==> src/rtl/plot_scheduler.sv <==
// plot_scheduler
//   Sole owner of the vga_adapter plot port. It arbitrates cell-draw requests
//   from the load path and the simulation redraw path. Each accepted grid cell
//   is expanded into a CELL_PX x CELL_PX block of pixels. On request it also
//   runs a full-screen clear sweep to colour 0. One pixel is written per clock,
//   and requesters are stalled through their ready signals.
//
// Ports
//   clock, reset_n            system clock; synchronous active-low reset
//   clr_req                   one-cycle pulse requesting a full-screen clear
//   clr_busy                  a clear is pending or sweeping
//   ld_valid/ld_ready         load-path handshake (ready is combinational)
//   ld_x, ld_y, ld_colour     load-path cell coordinates and colour
//   sim_valid/sim_ready       simulation-path handshake (ready is combinational)
//   sim_x, sim_y, sim_colour  simulation-path cell coordinates and colour
//   vga_x, vga_y, vga_colour  registered pixel position and colour
//   vga_plot                  registered pixel write strobe
//   idle                      no block or clear in progress and no clear pending
//
// The clear sweep assumes SCR_W >= 2.
module plot_scheduler #(
    parameter int GRID_W  = 4,
    parameter int GRID_H  = 4,
    parameter int CELL_PX = 4,
    parameter int SCR_W   = 160,
    parameter int SCR_H   = 120
) (
    input  logic       clock,
    input  logic       reset_n,
    input  logic       clr_req,
    output logic       clr_busy,
    input  logic       ld_valid,
    output logic       ld_ready,
    input  logic [7:0] ld_x,
    input  logic [7:0] ld_y,
    input  logic [2:0] ld_colour,
    input  logic       sim_valid,
    output logic       sim_ready,
    input  logic [7:0] sim_x,
    input  logic [7:0] sim_y,
    input  logic [2:0] sim_colour,
    output logic [7:0] vga_x,
    output logic [7:0] vga_y,
    output logic [2:0] vga_colour,
    output logic       vga_plot,
    output logic       idle
);

    typedef enum logic [1:0] {IDLE, BLOCK, CLEAR} state_t;

    localparam logic [7:0] GRID_W8   = 8'(GRID_W);
    localparam logic [7:0] GRID_H8   = 8'(GRID_H);
    localparam logic [7:0] CELL8     = 8'(CELL_PX);
    localparam logic [7:0] CELL_LAST = 8'(CELL_PX - 1);
    localparam logic [7:0] X_LAST    = 8'(SCR_W - 1);
    localparam logic [7:0] Y_LAST    = 8'(SCR_H - 1);

    state_t     state_q;
    logic       clr_pend_q;
    logic       last_sim_q;     // 1: the last accepted request came from the sim path
    logic [7:0] base_x_q;       // pixel origin of the cell being drawn
    logic [7:0] base_y_q;
    logic [2:0] colour_q;
    logic [7:0] px_q;           // offset of the next pixel to emit (block or clear)
    logic [7:0] py_q;
    logic [7:0] vga_x_q;
    logic [7:0] vga_y_q;
    logic [2:0] vga_colour_q;
    logic       vga_plot_q;

    logic       can_accept;
    logic       grant_ld;
    logic       grant_sim;
    logic       accept;
    logic       in_range;
    logic [7:0] sel_x;
    logic [7:0] sel_y;
    logic [2:0] sel_colour;
    logic [7:0] cell_base_x;
    logic [7:0] cell_base_y;

    // Round-robin grant: a lone requester always wins; when both are valid,
    // the one that was not served last wins. A clear that is pending or being
    // requested this cycle takes priority over both requesters.
    always_comb begin
        can_accept  = (state_q == IDLE) && !clr_pend_q && !clr_req;
        grant_ld    = ld_valid && (!sim_valid || last_sim_q);
        grant_sim   = sim_valid && (!ld_valid || !last_sim_q);
        ld_ready    = can_accept && grant_ld;
        sim_ready   = can_accept && grant_sim;
        accept      = ld_ready || sim_ready;
        sel_x       = grant_sim ? sim_x : ld_x;
        sel_y       = grant_sim ? sim_y : ld_y;
        sel_colour  = grant_sim ? sim_colour : ld_colour;
        in_range    = (sel_x < GRID_W8) && (sel_y < GRID_H8);
        cell_base_x = sel_x * CELL8;
        cell_base_y = sel_y * CELL8;
    end

    // The first pixel of a block or sweep is registered on the entry edge.
    // The state returns to IDLE on the edge that registers the last pixel, so
    // a new request can be accepted while the last pixel is on the port.
    always_ff @(posedge clock) begin
        if (!reset_n) begin
            state_q      <= IDLE;
            clr_pend_q   <= 1'b0;
            last_sim_q   <= 1'b1;
            base_x_q     <= 8'd0;
            base_y_q     <= 8'd0;
            colour_q     <= 3'd0;
            px_q         <= 8'd0;
            py_q         <= 8'd0;
            vga_x_q      <= 8'd0;
            vga_y_q      <= 8'd0;
            vga_colour_q <= 3'd0;
            vga_plot_q   <= 1'b0;
        end else begin
            vga_plot_q <= 1'b0;
            case (state_q)
                IDLE: begin
                    if (clr_pend_q || clr_req) begin
                        clr_pend_q   <= 1'b0;
                        vga_x_q      <= 8'd0;
                        vga_y_q      <= 8'd0;
                        vga_colour_q <= 3'd0;
                        vga_plot_q   <= 1'b1;
                        px_q         <= 8'd1;
                        py_q         <= 8'd0;
                        state_q      <= CLEAR;
                    end else if (accept) begin
                        last_sim_q <= sim_ready;
                        // An out-of-range cell is consumed without drawing anything.
                        if (in_range) begin
                            base_x_q     <= cell_base_x;
                            base_y_q     <= cell_base_y;
                            colour_q     <= sel_colour;
                            vga_x_q      <= cell_base_x;
                            vga_y_q      <= cell_base_y;
                            vga_colour_q <= sel_colour;
                            vga_plot_q   <= 1'b1;
                            px_q         <= 8'd1;
                            py_q         <= 8'd0;
                            // A one-pixel cell is complete on the entry edge.
                            if (CELL_LAST != 8'd0) begin
                                state_q <= BLOCK;
                            end
                        end
                    end
                end
                BLOCK: begin
                    if (clr_req) begin
                        clr_pend_q <= 1'b1;
                    end
                    vga_x_q      <= base_x_q + px_q;
                    vga_y_q      <= base_y_q + py_q;
                    vga_colour_q <= colour_q;
                    vga_plot_q   <= 1'b1;
                    if (px_q == CELL_LAST) begin
                        px_q <= 8'd0;
                        if (py_q == CELL_LAST) begin
                            state_q <= IDLE;
                        end else begin
                            py_q <= py_q + 8'd1;
                        end
                    end else begin
                        px_q <= px_q + 8'd1;
                    end
                end
                CLEAR: begin
                    // clr_req is deliberately ignored while sweeping.
                    vga_x_q      <= px_q;
                    vga_y_q      <= py_q;
                    vga_colour_q <= 3'd0;
                    vga_plot_q   <= 1'b1;
                    if (px_q == X_LAST) begin
                        px_q <= 8'd0;
                        if (py_q == Y_LAST) begin
                            state_q <= IDLE;
                        end else begin
                            py_q <= py_q + 8'd1;
                        end
                    end else begin
                        px_q <= px_q + 8'd1;
                    end
                end
                default: begin
                    state_q <= IDLE;
                end
            endcase
        end
    end

    assign vga_x      = vga_x_q;
    assign vga_y      = vga_y_q;
    assign vga_colour = vga_colour_q;
    assign vga_plot   = vga_plot_q;
    assign clr_busy   = clr_pend_q || (state_q == CLEAR);
    assign idle       = (state_q == IDLE) && !clr_pend_q;

endmodule

==> config.mk <==
export PLATFORM = sky130hd
export DESIGN_NAME = plot_scheduler
export DESIGN_NICKNAME = d
export VERILOG_FILES = /design/src/rtl/plot_scheduler.sv
export SDC_FILE = /design/constraint.sdc
export NUM_CORES = 1
export LEC_CHECK = 0
export ABC_CLOCK_PERIOD_IN_PS = 6000
export CAP_MARGIN = 20
export CORE_AREA = 3 3 81 83
export CTS_CLUSTER_DIAMETER = 60
export DETAILED_ROUTE_END_ITERATION = 10
export DIE_AREA = 0 0 84 86
export MAX_ROUTING_LAYER = met4
export PLACE_DENSITY_LB_ADDON = 0.08
export SYNTH_ARGS = -nofsm -noshare
export SYNTH_HDL_FRONTEND = slang
export SYNTH_SLANG_ARGS = --single-unit
==> constraint.sdc <==
create_clock -name clock -period 6 [get_ports clock]
set_input_delay 1.5 -clock clock [delete_from_list [all_inputs] [get_ports clock]]
set_output_delay 1.5 -clock clock [all_outputs]
set_load 0.005 [all_outputs]
[Yosys cells after proc, flatten, opt, wreduce, memory -nomap -nowiden]
Cells that the tools add are included.
Word-level totals
  output and inout bits: 24
  bits of input ports: 43
  word-level logic and storage cells: 106
  flip-flop bits (word level): 55
Cells by class
  add/subtract/negate cells: 4
  reduce and logical (&&, ||, !) cells: 27
  multiplexer cells: 44
  equal/unequal tests: 16
  bitwise logic cells: 1
  magnitude comparators: 2
Operators with widths (number)
  2-to-1 mux 8 bit: 20
  case mux 8 bit (3 select lines): 4
  adder 8 x 1 -> 8 bit, second input constant: 2
  adder 8 bit: 2
  == test 8 x 2 -> 1 bit, second input constant: 2
  less-than comparator 8 x 3 -> 1 bit, second input constant: 2
  != test 2 bit, second input constant: 8
  2-to-1 mux 2 bit: 7
  2-to-1 mux 3 bit: 4
  case mux 3 bit (3 select lines): 1
  AND reduction 3 bit: 3
  == test 8 x 7 -> 1 bit, second input constant: 1
  == test 8 bit, second input constant: 1
  logical AND 1 bit: 7
  AND reduction 7 bit: 1
  != test 3 bit, second input constant: 2
  case mux 2 bit (3 select lines): 1
  AND reduction 6 bit: 1
  zero test 1 bit: 5
  logical OR 1 bit: 5
  2-to-1 mux 1 bit: 5
  case mux 1 bit (2 select lines): 2
  AND reduction 4 bit: 1
  nonzero test 3 bit: 1
  other kinds (6): 6

[Depth between registers and ports, before layout]
  depth after elaboration: 10
  depth in mapped cells: 10
  depth with buffers taken out: 9

[Least setup slack after synthesis]
OpenSTA, ideal clock, no wires.
  kind: input to output
  start point: input port sim_valid
  end point: output port sim_ready
  required time: 4500 ps
  path slack: 2294 ps
  arrival: 2206 ps
  stages: 4
  cell sequence: a21bo_2 -> buf_2 -> buf_2 -> nor2_1
Between the ends
  word-level cells in the longest chain between the ends: 2
Ends and longest elaborated chain
  start: declaration: line 37  | input logic sim_valid,
  logical AND 1 bit: line 88  | grant_sim = sim_valid && (!ld_valid || !last_sim_q);
  logical AND 1 bit: line 90  | sim_ready = can_accept && grant_sim;
  end: declaration: line 38  | output logic sim_ready,
No other way between the ends.

[Worst setup path in the final report]
  start point: input port clr_req
  end point: output port ld_ready
Between the ends
  word-level cells in the longest chain between the ends: 3
Ends and longest elaborated chain
  start: declaration: line 30  | input logic clr_req,
  zero test 1 bit: line 86  | can_accept = (state_q == IDLE) && !clr_pend_q && !clr_req;
  logical AND 1 bit: line 86
  logical AND 1 bit: line 89  | ld_ready = can_accept && grant_ld;
  end: declaration: line 33  | output logic ld_ready,
No other way between the ends.

==> flow_metrics.tcl <==
set metrics [dict create \
    status "complete, no violations" \
    place.gp.congestion 0.868 \
    power.internal_w 0.000595 \
    crit_chain "clkdlybuf4s50_1 > nor3b_1 > nand2_1 > a21oi_1 > clkdlybuf4s50_1" \
    rsz0062_at_grt "no" \
    cpMaxStageDelayCell "clkdlybuf4s50_1" \
    cpPeakStageDelay_ps 520 \
    synthesis.nets 451 \
    power_switching_share_pct 28.3 \
    power_leakage_nw 1.61 \
    synth_area_leaders "dfxtp_1, ha_1, mux2i_1" \
    crit_type "input pin to output port" \
    viasPerCell 6.18 \
    root_buffer "clkbuf_8" \
    tightest_slew_ps 971 \
    syn_inst 390 \
    cp_common_cell "clkdlybuf4s50_1" \
    die_x_um 84 \
    cts-buffers-inserted 5 \
    htreeDepth 2 \
    ys_warn_count 0 \
    n_antenna_cell 0 \
    final-setup-viol-count 0 \
    maxSlewHeadroom_pct 35.2 \
    grt_usage_pct 26.1 \
    use_met3_pct 4.42 \
    fmax_mhz 209 \
    power_frac_seq_pct 47.1 \
    timing.final.max_slew_violations 0 \
    regArea_mm2 0.00110 \
    cp_num_buf_inv 2 \
    async_flop_share_pct 0 \
    total_power_w 0.000829 \
    antenna_found_initial 0 \
    yosysSeqAreaShare_pct 34.3 \
    io_buffer_count 66 \
    cts_tree "built" \
    comb_power_share_pct 23.1 \
    clock-sinks 55 \
    fin_setup_tns_ps 0 \
    post_cts_buffers 0 \
    grt_pass1_vias 2994 \
    wl_per_cell_um 17.5 \
    hp-class "flop to flop" \
    dr.pass1.iters 5 \
    synth-main-ff-cell "dfxtp_1" \
    final_util_pct 67.6 \
    synth_top_area_share_pct 34.3 \
    drive_gt1_share_pct 4.74 \
    clkLatencyLatePin_ps 320 \
    fin_crit_sh_pct 79.6 \
    drc 0 \
    synth_largest_area_cell "dfxtp_1" \
    synth_edf_count 0 \
    synth_cell_types 54 \
    initial_utilization_pct 54.2 \
    startpoint_type "input pin" \
    vdd_drop_max_mv 0.125 \
    ant_nets 0 \
    grt_overflow_total 0 \
    switchingPower_w 0.000235 \
    busiest_layer "met2" \
    ys_seq_elements 55 \
    setup_slack_ps 1220 \
    coreArea_mm2 0.00592 \
    maxCapViolations 0 \
    layout.nets 504 \
    post-route-min-period_ps 4780 \
    path_delay_family "buffers and inverters" \
    die-area_mm2 0.00722 \
    worstPathRequired_ps 4500 \
    clk_pin_slew_ps 100 \
    clock_path_buffers 2 \
    num_rows 28 \
    via_count 3199 \
    skew_ps 7.53 \
    dp_slack_ps 1250 \
    cp.arrival_ps 3280 \
    final_cells 518 \
    syn_area_per_cell_um2 8.22 \
    syn2layout_area_growth_pct 24.9 \
    p_per_area_mw_per_mm2 207 \
    first_iter_violations 282 \
    use_met1_pct 35.3 \
    dp.cells 510 \
    grt_start_max_net_pins 36 \
    die_h_um 86 \
    synth_common_cells "dfxtp_1, nor2_1, nand2_1" \
    fillers 498 \
    grt_pass1_wl_um 14900 \
    routed_wl_um 9060 \
    ctsResizeCount 0 \
    crit_fanout 5 \
    ctsHoldBuffers 0 \
    syn_area_mm2 0.00321 \
    worst_setup_path_end_kind "output port" \
    grt.met2_usage_pct 40.9 \
    multi_input_area_mm2 0.00196 \
    p_clk_share_pct 29.8 \
    hpwl_um 6470 \
    synthMostInstantiatedCell "dfxtp_1" \
    finalHoldViolations 0 \
    ioPinCount 67 \
]
-- registers in the layout (all words and copies together) (netlist names), 2 cells and up --
name,cells
vga_colour,3
py_q,8
vga_x,8
px_q,8
state_q,2
colour_q,3
base_x_q,6
vga_y,8
base_y_q,6
-- layer usage --
layer | routed length (µm) | part of all wire (%)
met1 | 4100 | 45
met2 | 4140 | 46
met3 | 686 | 7.6
met4 | 138 | 1.5
met5 | 0 | 0
-- area by class of cell --
class	count	area share (%)
clock buffers	5	1.72
clock inverters	2	0.938
inverters	12	1.13
multi-input cells	298	48.9
flip-flops and latches	55	27.5
well taps	75	2.34
repair buffers	71	17.4
-- placed cells by master, fill, tap and decap left out, types with 3 or more instances in the layout --
master / instances
clkdlybuf4s50_1: 66
dfxtp_1: 55
nor2_1: 36
nand2_1: 31
o21ai_0: 27
a21oi_1: 23
mux2i_1: 16
ha_1: 16
and3_1: 14
inv_1: 12
nor4_1: 11
nor3_1: 11
nand3_1: 10
a22oi_1: 9
xnor2_1: 9
a31oi_1: 6
nor2b_1: 6
and2_1: 5
a21o_1: 5
clkbuf_8: 5
buf_4: 5
nor3b_1: 4
o22ai_1: 4
o211ai_1: 4
a21boi_0: 3
o221ai_1: 3
nand3b_1: 3
o221a_2: 3
a311oi_1: 3
-- path summary, 6_finish.rpt --
kind	startpoint	endpoint	slack (ps)	cells past startpoint
worst min register to register	vga_y[0]	vga_y[0]	470	2
worst max register to register	state_q[1]	vga_y[3]	3080	7
worst min-delay path	vga_y[0]	vga_y[0]	470	2
worst max-delay path	clr_req	ld_ready	1220	5
-- per-stage QoR --
step	hold slack [ps]	area [µm²]
2_1_floorplan	448	3210
3_3_place_gp	447	3890
3_5_place_dp	448	3890
4_1_cts	464	4000
5_1_grt	490	4000
6_report	466	4000
-- cell families (layout without fill, tap and decap cells) --
logic type | after synthesis | after routing | synth area share, %
AND/OR/NAND/NOR | 145 | 145 | 23.0
multiplexers | 16 | 16 | 4.99
XOR/XNOR | 11 | 11 | 3.00
buffers and inverters | 37 | 90 | 4.56
flip-flops | 55 | 55 | 34.3
AO/OA/AOI/OAI | 108 | 108 | 22.6
adder cells (fa/ha/maj) | 18 | 18 | 7.49
-- tightest hold or removal path: cells and delay by family, from the launching register on --
family / cells / cell delay [ps]
AOI/OAI and AO/OA: 1 / 50
DFF: 1 / 320
and+or+nand+nor: 1 / 60
-- power groups by stage --
stage	Combinational, W	Clock, W	Sequential [W]
after global routing	0.000209	0.000265	0.000393
final	0.000192	0.000247	0.000391
after CTS	0.000190	0.000252	0.000391
after floorplan	0.0000986	0	0.000398
after detailed placement	0.000189	0	0.000399
after global placement	0.000186	0	0.000399
Note: power is estimated with default switching activity, not from simulation.
